[config.mk]
export PLATFORM = sky130hd
export DESIGN_NAME = elm_mac_seq_flat
export DESIGN_NICKNAME = d
export VERILOG_FILES = /design/src/rtl/elm_mac_seq_if.sv /design/src/rtl/elm_mac_seq.sv /design/src/flat_wrapper.sv
export SDC_FILE = /design/constraint.sdc
export NUM_CORES = 1
export LEC_CHECK = 0
export CAP_MARGIN = 20
export CORE_ASPECT_RATIO = 0.6
export CORE_MARGIN = 1
export CORE_UTILIZATION = 40
export DETAILED_ROUTE_END_ITERATION = 10
export GPL_TIMING_DRIVEN = 0
export HOLD_SLACK_MARGIN = 0.05
export PLACE_DENSITY_LB_ADDON = 0.08
export SLEW_MARGIN = 20
export SYNTH_ARGS = -nofsm -noshare
export SYNTH_HDL_FRONTEND = slang
export SYNTH_SLANG_ARGS = --single-unit
[constraint.sdc]
create_clock -name clk -period 5.53 [get_ports clk]
set_input_delay 1.106 -clock clk [delete_from_list [all_inputs] [get_ports clk]]
set_output_delay 1.106 -clock clk [all_outputs]
set_load 0.05 [all_outputs]
[src/rtl/elm_mac_seq_if.sv]
// Bundled control/handshake bus between the ELM MAC sequencer and its memories,
// accumulator and downstream consumer.
interface elm_mac_seq_if #(
    parameter int IA_W = 8,
    parameter int WA_W = 16,
    parameter int NI_W = 8
);
    logic            start;
    logic            abort;
    logic            out_ready;
    logic [IA_W-1:0] in_addr;
    logic [WA_W-1:0] w_addr;
    logic            rd_en;
    logic            acc_clr;
    logic            acc_load;
    logic            out_valid;
    logic [NI_W-1:0] out_idx;
    logic            busy;
    logic            done;

    modport master (
        input  start, abort, out_ready,
        output in_addr, w_addr, rd_en, acc_clr, acc_load,
               out_valid, out_idx, busy, done
    );

    modport slave (
        output start, abort, out_ready,
        input  in_addr, w_addr, rd_en, acc_clr, acc_load,
               out_valid, out_idx, busy, done
    );
endinterface

[src/rtl/elm_mac_seq.sv]
// Sequencer for an ELM hidden layer: walks N_HID neurons of N_IN MAC terms each,
// driving memory reads and an external accumulator, and hands each sum downstream.
module elm_mac_seq #(
    parameter int N_IN  = 4,
    parameter int N_HID = 3,
    parameter int IA_W  = 8,
    parameter int WA_W  = 16,
    parameter int NI_W  = 8
) (
    input logic          clk,
    input logic          rst,
    elm_mac_seq_if.master bus
);
    typedef enum logic [2:0] {
        S_IDLE, S_CLR, S_ACC, S_WAIT, S_OUT, S_DONE
    } state_t;

    localparam logic [IA_W-1:0] K_LAST = IA_W'(N_IN - 1);
    localparam logic [NI_W-1:0] J_LAST = NI_W'(N_HID - 1);

    state_t          state;
    logic [NI_W-1:0] j;
    logic [IA_W-1:0] k;
    // Weight address runs contiguously across neurons, so j*N_IN+k is just a counter.
    logic [WA_W-1:0] w_cnt;

    always_ff @(posedge clk or posedge rst) begin
        if (rst) begin
            state         <= S_IDLE;
            j             <= '0;
            k             <= '0;
            w_cnt         <= '0;
            bus.in_addr   <= '0;
            bus.w_addr    <= '0;
            bus.rd_en     <= 1'b0;
            bus.acc_clr   <= 1'b0;
            bus.acc_load  <= 1'b0;
            bus.out_valid <= 1'b0;
            bus.out_idx   <= '0;
            bus.busy      <= 1'b0;
            bus.done      <= 1'b0;
        end else if (bus.abort && state != S_IDLE) begin
            // Cancel: clear the accumulator and drop any load still in flight.
            state         <= S_IDLE;
            bus.rd_en     <= 1'b0;
            bus.acc_clr   <= 1'b1;
            bus.acc_load  <= 1'b0;
            bus.out_valid <= 1'b0;
            bus.busy      <= 1'b0;
            bus.done      <= 1'b0;
        end else begin
            bus.acc_load <= bus.rd_en;
            case (state)
                S_IDLE: begin
                    bus.acc_clr <= 1'b0;
                    if (bus.start) begin
                        state       <= S_CLR;
                        j           <= '0;
                        w_cnt       <= '0;
                        bus.acc_clr <= 1'b1;
                        bus.busy    <= 1'b1;
                    end
                end
                S_CLR: begin
                    state       <= S_ACC;
                    k           <= '0;
                    bus.acc_clr <= 1'b0;
                    bus.rd_en   <= 1'b1;
                    bus.in_addr <= '0;
                    bus.w_addr  <= w_cnt;
                    w_cnt       <= w_cnt + WA_W'(1);
                end
                S_ACC: begin
                    if (k == K_LAST) begin
                        state     <= S_WAIT;
                        bus.rd_en <= 1'b0;
                    end else begin
                        k           <= k + IA_W'(1);
                        bus.in_addr <= k + IA_W'(1);
                        bus.w_addr  <= w_cnt;
                        w_cnt       <= w_cnt + WA_W'(1);
                    end
                end
                S_WAIT: begin
                    state         <= S_OUT;
                    bus.out_valid <= 1'b1;
                    bus.out_idx   <= j;
                end
                S_OUT: begin
                    if (bus.out_ready) begin
                        bus.out_valid <= 1'b0;
                        if (j == J_LAST) begin
                            state    <= S_DONE;
                            bus.done <= 1'b1;
                        end else begin
                            state       <= S_CLR;
                            j           <= j + NI_W'(1);
                            bus.acc_clr <= 1'b1;
                        end
                    end
                end
                S_DONE: begin
                    state    <= S_IDLE;
                    bus.done <= 1'b0;
                    bus.busy <= 1'b0;
                end
                default: state <= S_IDLE;
            endcase
        end
    end
endmodule

[src/flat_wrapper.sv]
// flat-port wrapper written by rule: the top's interface ports become plain ports
module elm_mac_seq_flat 
#(
    parameter int N_IN  = 4,
    parameter int N_HID = 3,
    parameter int IA_W  = 8,
    parameter int WA_W  = 16,
    parameter int NI_W  = 8
)
  (clk, rst, bus_start, bus_abort, bus_out_ready, bus_in_addr, bus_w_addr, bus_rd_en, bus_acc_clr, bus_acc_load, bus_out_valid, bus_out_idx, bus_busy, bus_done);
  elm_mac_seq_if #(.IA_W(IA_W), .WA_W(WA_W), .NI_W(NI_W)) bus_i ();
  input logic clk;
  input logic rst;
  input wire logic [$bits(bus_i.start)-1:0] bus_start;
  input wire logic [$bits(bus_i.abort)-1:0] bus_abort;
  input wire logic [$bits(bus_i.out_ready)-1:0] bus_out_ready;
  output wire logic [$bits(bus_i.in_addr)-1:0] bus_in_addr;
  output wire logic [$bits(bus_i.w_addr)-1:0] bus_w_addr;
  output wire logic [$bits(bus_i.rd_en)-1:0] bus_rd_en;
  output wire logic [$bits(bus_i.acc_clr)-1:0] bus_acc_clr;
  output wire logic [$bits(bus_i.acc_load)-1:0] bus_acc_load;
  output wire logic [$bits(bus_i.out_valid)-1:0] bus_out_valid;
  output wire logic [$bits(bus_i.out_idx)-1:0] bus_out_idx;
  output wire logic [$bits(bus_i.busy)-1:0] bus_busy;
  output wire logic [$bits(bus_i.done)-1:0] bus_done;
  assign bus_i.start = bus_start;
  assign bus_i.abort = bus_abort;
  assign bus_i.out_ready = bus_out_ready;
  assign bus_in_addr = bus_i.in_addr;
  assign bus_w_addr = bus_i.w_addr;
  assign bus_rd_en = bus_i.rd_en;
  assign bus_acc_clr = bus_i.acc_clr;
  assign bus_acc_load = bus_i.acc_load;
  assign bus_out_valid = bus_i.out_valid;
  assign bus_out_idx = bus_i.out_idx;
  assign bus_busy = bus_i.busy;
  assign bus_done = bus_i.done;
  elm_mac_seq #(.N_IN(N_IN), .N_HID(N_HID), .IA_W(IA_W), .WA_W(WA_W), .NI_W(NI_W)) u_core (.clk(clk), .rst(rst), .bus(bus_i));
endmodule
# == After elaboration in Yosys (flattened, before gate mapping) ==
# Index checks and enable logic that the tools add are counted.
# word_totals
ff_bits,65
input_bits,5
output_inout_bits,38
elab_cells,89
# classes
n_addsub,3
n_eq_ne,16
muxes,36
bitwise_logic,1
reduce_logical,21
# ops
cell,n
16-bit 2-to-1 mux,3
16-bit case mux with 3 select lines,1
8-bit 2-to-1 mux,4
16-bit case mux with 2 select lines,1
8-bit case mux with 2 select lines,2
3-bit nonzero test,6
"16-bit by 1-bit adder with 16-bit output, second input constant",1
"8-bit by 1-bit adder with 8-bit output, second input constant",2
"8-bit by 2-bit == test with 1-bit output, second input constant",2
3-bit 2-to-1 mux,5
3-bit case mux with 5 select lines,1
1-bit 2-to-1 mux,14
3-bit AND reduction,4
"3-bit by 2-bit inequality test with 1-bit output, second input constant",3
"2-bit inequality test, second input constant",4
1-bit case mux with 2 select lines,4
2-bit AND reduction,4
"3-bit by 2-bit == test with 1-bit output, second input constant",2
"3-bit == test, second input constant",2
"3-bit by 1-bit inequality test with 1-bit output, second input constant",2
5-bit AND reduction,1
4-bit AND reduction,1
2-bit nonzero test,2
4-bit nonzero test,1
5 further kinds,5

# == Depth between registers and ports, before layout ==
# depth
depth_word,5
depth_mapped,7
mapped_depth_nobuf,6

# == Worst setup path before layout ==
# Ideal clock, no wire load.
# synth_path
kind,input to register
from,in bus_abort
to,reg u_core.bus.w_addr[2]
setup_time_ps,125
arrival_ps,2375
required_time_ps,5405
path_slack_ps,3030
stages,5
path_buffers,1
path_cell_list,or2_2 or2_1 nor2_2 buf_6 mux2_4
# synth_between
elab_chain_len,3
# synth_lines
item,line,text
"start, declared",flat_wrapper.sv:15,input wire logic [$bits(bus_i.abort)-1:0] bus_abort;
1-bit logical AND,elm_mac_seq.sv:42,end else if (bus.abort && state != S_IDLE) begin
1-bit inverter (no line),-,
3-bit AND reduction (no line),-,
"end signal, assigned",elm_mac_seq.sv:70,bus.w_addr <= w_cnt;
"end signal, assigned",elm_mac_seq.sv:80,bus.w_addr <= w_cnt;
"end, declared",elm_mac_seq_if.sv:23,"output in_addr, w_addr, rd_en, acc_clr, acc_load,"
# No other way between the ends.
# A chain may end at the register's enable or synchronous reset.

# == Worst setup path after layout ==
# layout_path
from,in bus_abort
to,reg u_core.bus.w_addr[7]
# Same word-level chain as after synthesis.

==> impl_metrics.yaml <==
sta:
  hold_viol_final: 0
  final.setup_skew_ns: 0.00627
  hold-worst-slack_ns: 0.500
  drv_slew: 0
  period_share_pct: 55.3
  tns_ns: 0
  slew_headroom_pct: 41.0
  rsz0062_at_grt: "no"
  setup_viol_count_final: 0
  fmax_ghz: 0.327
  worstMarginPinSlew_ns: 0.873
  fin_crit_ns: 3.06
route:
  wl_per_cell_um: 17.7
  drc_errors: 0
  avgViaCountPerCell: 5.72
  firstDrtPassIters: 5
  vias: 2795
  wirelength_um: 8660
  ant_nets: 0
  drt_first_iter_violations: 258
synthesis:
  synth_edf_count: 0
  ys_seq_elements: 65
  ys_seq_area_share_pct: 48.0
  async_reset_ff_share_pct: 100
  synth_top_flop_cell: "dfrtp_1"
  synth_warnings: 0
  syn_inst: 322
  syn_area_per_cell_um2: 10.5
  synth_nets: 331
  yosys.area.top_type: "dfrtp_1"
  synth_cell_types: 62
  synth.cell_area_um2: 3390
  synth_top_area_share_pct: 48.0
  synth_area_leaders: "dfrtp_1 48%, mux2_2 5.6%, o21ai_0 4.0%, mux2_4 2.7%, nor2_1 2.3%"
floorplanning:
  fp.dieH_um: 73.3
  io-pin-count: 43
  rows: 25
  die_area_um2: 8850
  initial_core_util_pct: 42.1
  die_x_um: 121
  core_area_um2: 8040
cts:
  clkTransAtPathRegs_ns: 0.05
  cts_setup_buffers: 0
  htree_levels: 3
  hold_buffers: 0
  cts_buffer_depth: 2
  cts.sinks: 65
  ctsResizeCount: 0
  clk_latency_ns: 0.33
  cts_buffers: 9
  cts_tree: "built"
  cts_root_buf: "clkbuf_16"
outcome:
  status: "complete, no violations"
worst_hold_path:
  hold_path.class: "register to register"
  whs_path_depth: 1
  holdPathEnd: "u_core.bus.w_addr[1]"
  min_from: "u_core.bus.w_addr[1]"
critical_path:
  slowest_delay_ns: 0.51
  crit_fanout: 10
  crit_path_end_kind: "register"
  rr_endpoint: "u_core.bus.acc_clr"
  critical_path_required_ns: 5.74
  path_cells: "clkdlybuf4s50_1 > or2_2 > or2_1 > nor2_2 > buf_6 > mux2_4"
  startpoint_type: "primary input"
  r2r-start: "u_core.j[0]"
  critPathTopFamily: "simple AND/OR/NAND/NOR gates"
  path_buf_inv: 2
  crit_arrival_ns: 3.27
  cp_slowest_cell: "clkdlybuf4s50_1"
  rr_worst_depth: 6
  critPathKind: "primary input to register"
  reg2reg_slack_ns: 3.30
placed_design:
  dp_hpwl_um: 6200
  gp_congestion: 0.809
  io_buffers: 42
power:
  leakage_nw: 1.84
  power-per-cell-area_nw_per_um2: 419
  max-vdd-ir-drop_mv: 0.320
global_route:
  grt_max_degree: 47
  antenna_found_initial: 0
  grt_use_total_pct: 22.2
  grt_pass1_wl_um: 14500
  grt_pass1_vias: 2583
  grt_overflow: 0
final_layout:
  diodes: 0
  drive_gt1_share_pct: 14.7
  fin_nets: 385
  area_delta_synth_final_pct: 25.4
  multiInputGateArea_um2: 1620
  seqCellArea_um2: 1630
  nFillCells: 715
job:
  drv_cap: 0
per-stage QoR:
stage          setup WS, ns  cell area, um2  power (mW)  instances  utilization, %
6_report               2.47            4250        1.78        489            52.9
3_5_place_dp           2.18            3970        1.26        473            49.4
3_3_place_gp           1.55            3940        1.25        472            49.1
2_1_floorplan          2.80            3390        1.05        322               -
5_1_grt                2.42            4250        1.89        489            52.9
4_1_cts                2.53            4250        1.79        489            52.9
kinds of logic (layout without fill, tap and decap cells):
family | count (synthesis) | in the layout | share of synthesized area [%]
adder cells (fa/ha/maj) | 4 | 4 | 1.48
XOR/XNOR | 5 | 5 | 1.29
buffers and inverters | 31 | 90 | 4.21
AND/OR/NAND/NOR | 105 | 105 | 18.2
AO/OA/AOI/OAI | 88 | 88 | 18.2
multiplexers | 24 | 24 | 8.60
flip-flops | 65 | 65 | 48.0
worst max path at each step:
stage	start	cells after the start	endpoint
after floorplan	rst	1	u_core.bus.acc_clr
after global placement	rst	2	u_core.bus.acc_load
after detailed placement	bus_abort	6	u_core.bus.w_addr[7]
after CTS	bus_abort	6	u_core.bus.w_addr[7]
after global routing	bus_abort	6	u_core.bus.w_addr[4]
final	bus_abort	6	u_core.bus.w_addr[7]
sequential cells by signal, summed over array words and instances, names as in the netlist:
register / cells
u_core.bus.w_addr: 16
u_core.w_cnt: 16
u_core.bus.out_idx: 8
u_core.j: 8
u_core.k: 8
u_core.state: 3
u_core.bus.acc_clr: 1
u_core.bus.acc_load: 1
u_core.bus.busy: 1
u_core.bus.done: 1
u_core.bus.out_valid: 1
u_core.bus.rd_en: 1
synth_stat cells (4+ instances only):
cell type,number
a21o_1,4
a21oi_1,9
a22o_1,5
and4_1,4
clkbuf_1,11
dfrtp_1,65
ha_1,4
inv_1,12
mux2_2,17
mux2_4,6
nand2_1,11
nand2b_1,4
nand3_1,11
nand4_1,9
nor2_1,21
nor2b_1,4
nor3_1,10
o21ai_0,27
o31ai_1,7
o41ai_1,5
xnor2_1,5
final cells by class:
| cell class | instances | share of cell area (%) |
|---|---|---|
| multi-input combinational | 226 | 38.1 |
| timing repair buffer | 43 | 10.5 |
| tap | 108 | 3.18 |
| clock inverter | 3 | 0.353 |
| sequential | 65 | 38.3 |
| buffer | 19 | 2.30 |
| inverter | 12 | 1.12 |
| clock buffer | 13 | 6.12 |
placed cells by master (no fill, tap or decap), drive strengths merged, types with 5 or more instances in the layout:
cell           count
o41ai              5
nand4              9
inv               12
a21oi              9
nand3             11
mux2              23
xnor2              5
nor2              22
buf                9
dfrtp             65
a22o               5
nor3              10
clkbuf            24
nand2             12
o21ai             29
clkdlybuf4s50     42
o31ai              7
layer usage:
| metal | up-vias | part of all wire [%] | global-route usage (%) |
|---|---|---|---|
| met5 | - | 0 | 0 |
| met4 | 0 | 1.3 | 7.00 |
| met3 | 11 | 6.6 | 6.60 |
| met2 | 90 | 36 | 26.4 |
| met1 | 1354 | 56 | 36.3 |
| li1 | 1340 | - | - |
power breakdown:
group          switching, mW  total (mW)  internal (mW)
registers             0.0465       0.577          0.531
logic                  0.449       0.681          0.232
clock network          0.198       0.523          0.325
total                  0.693        1.78           1.09
Note: power is estimated with default switching activity, not from simulation.
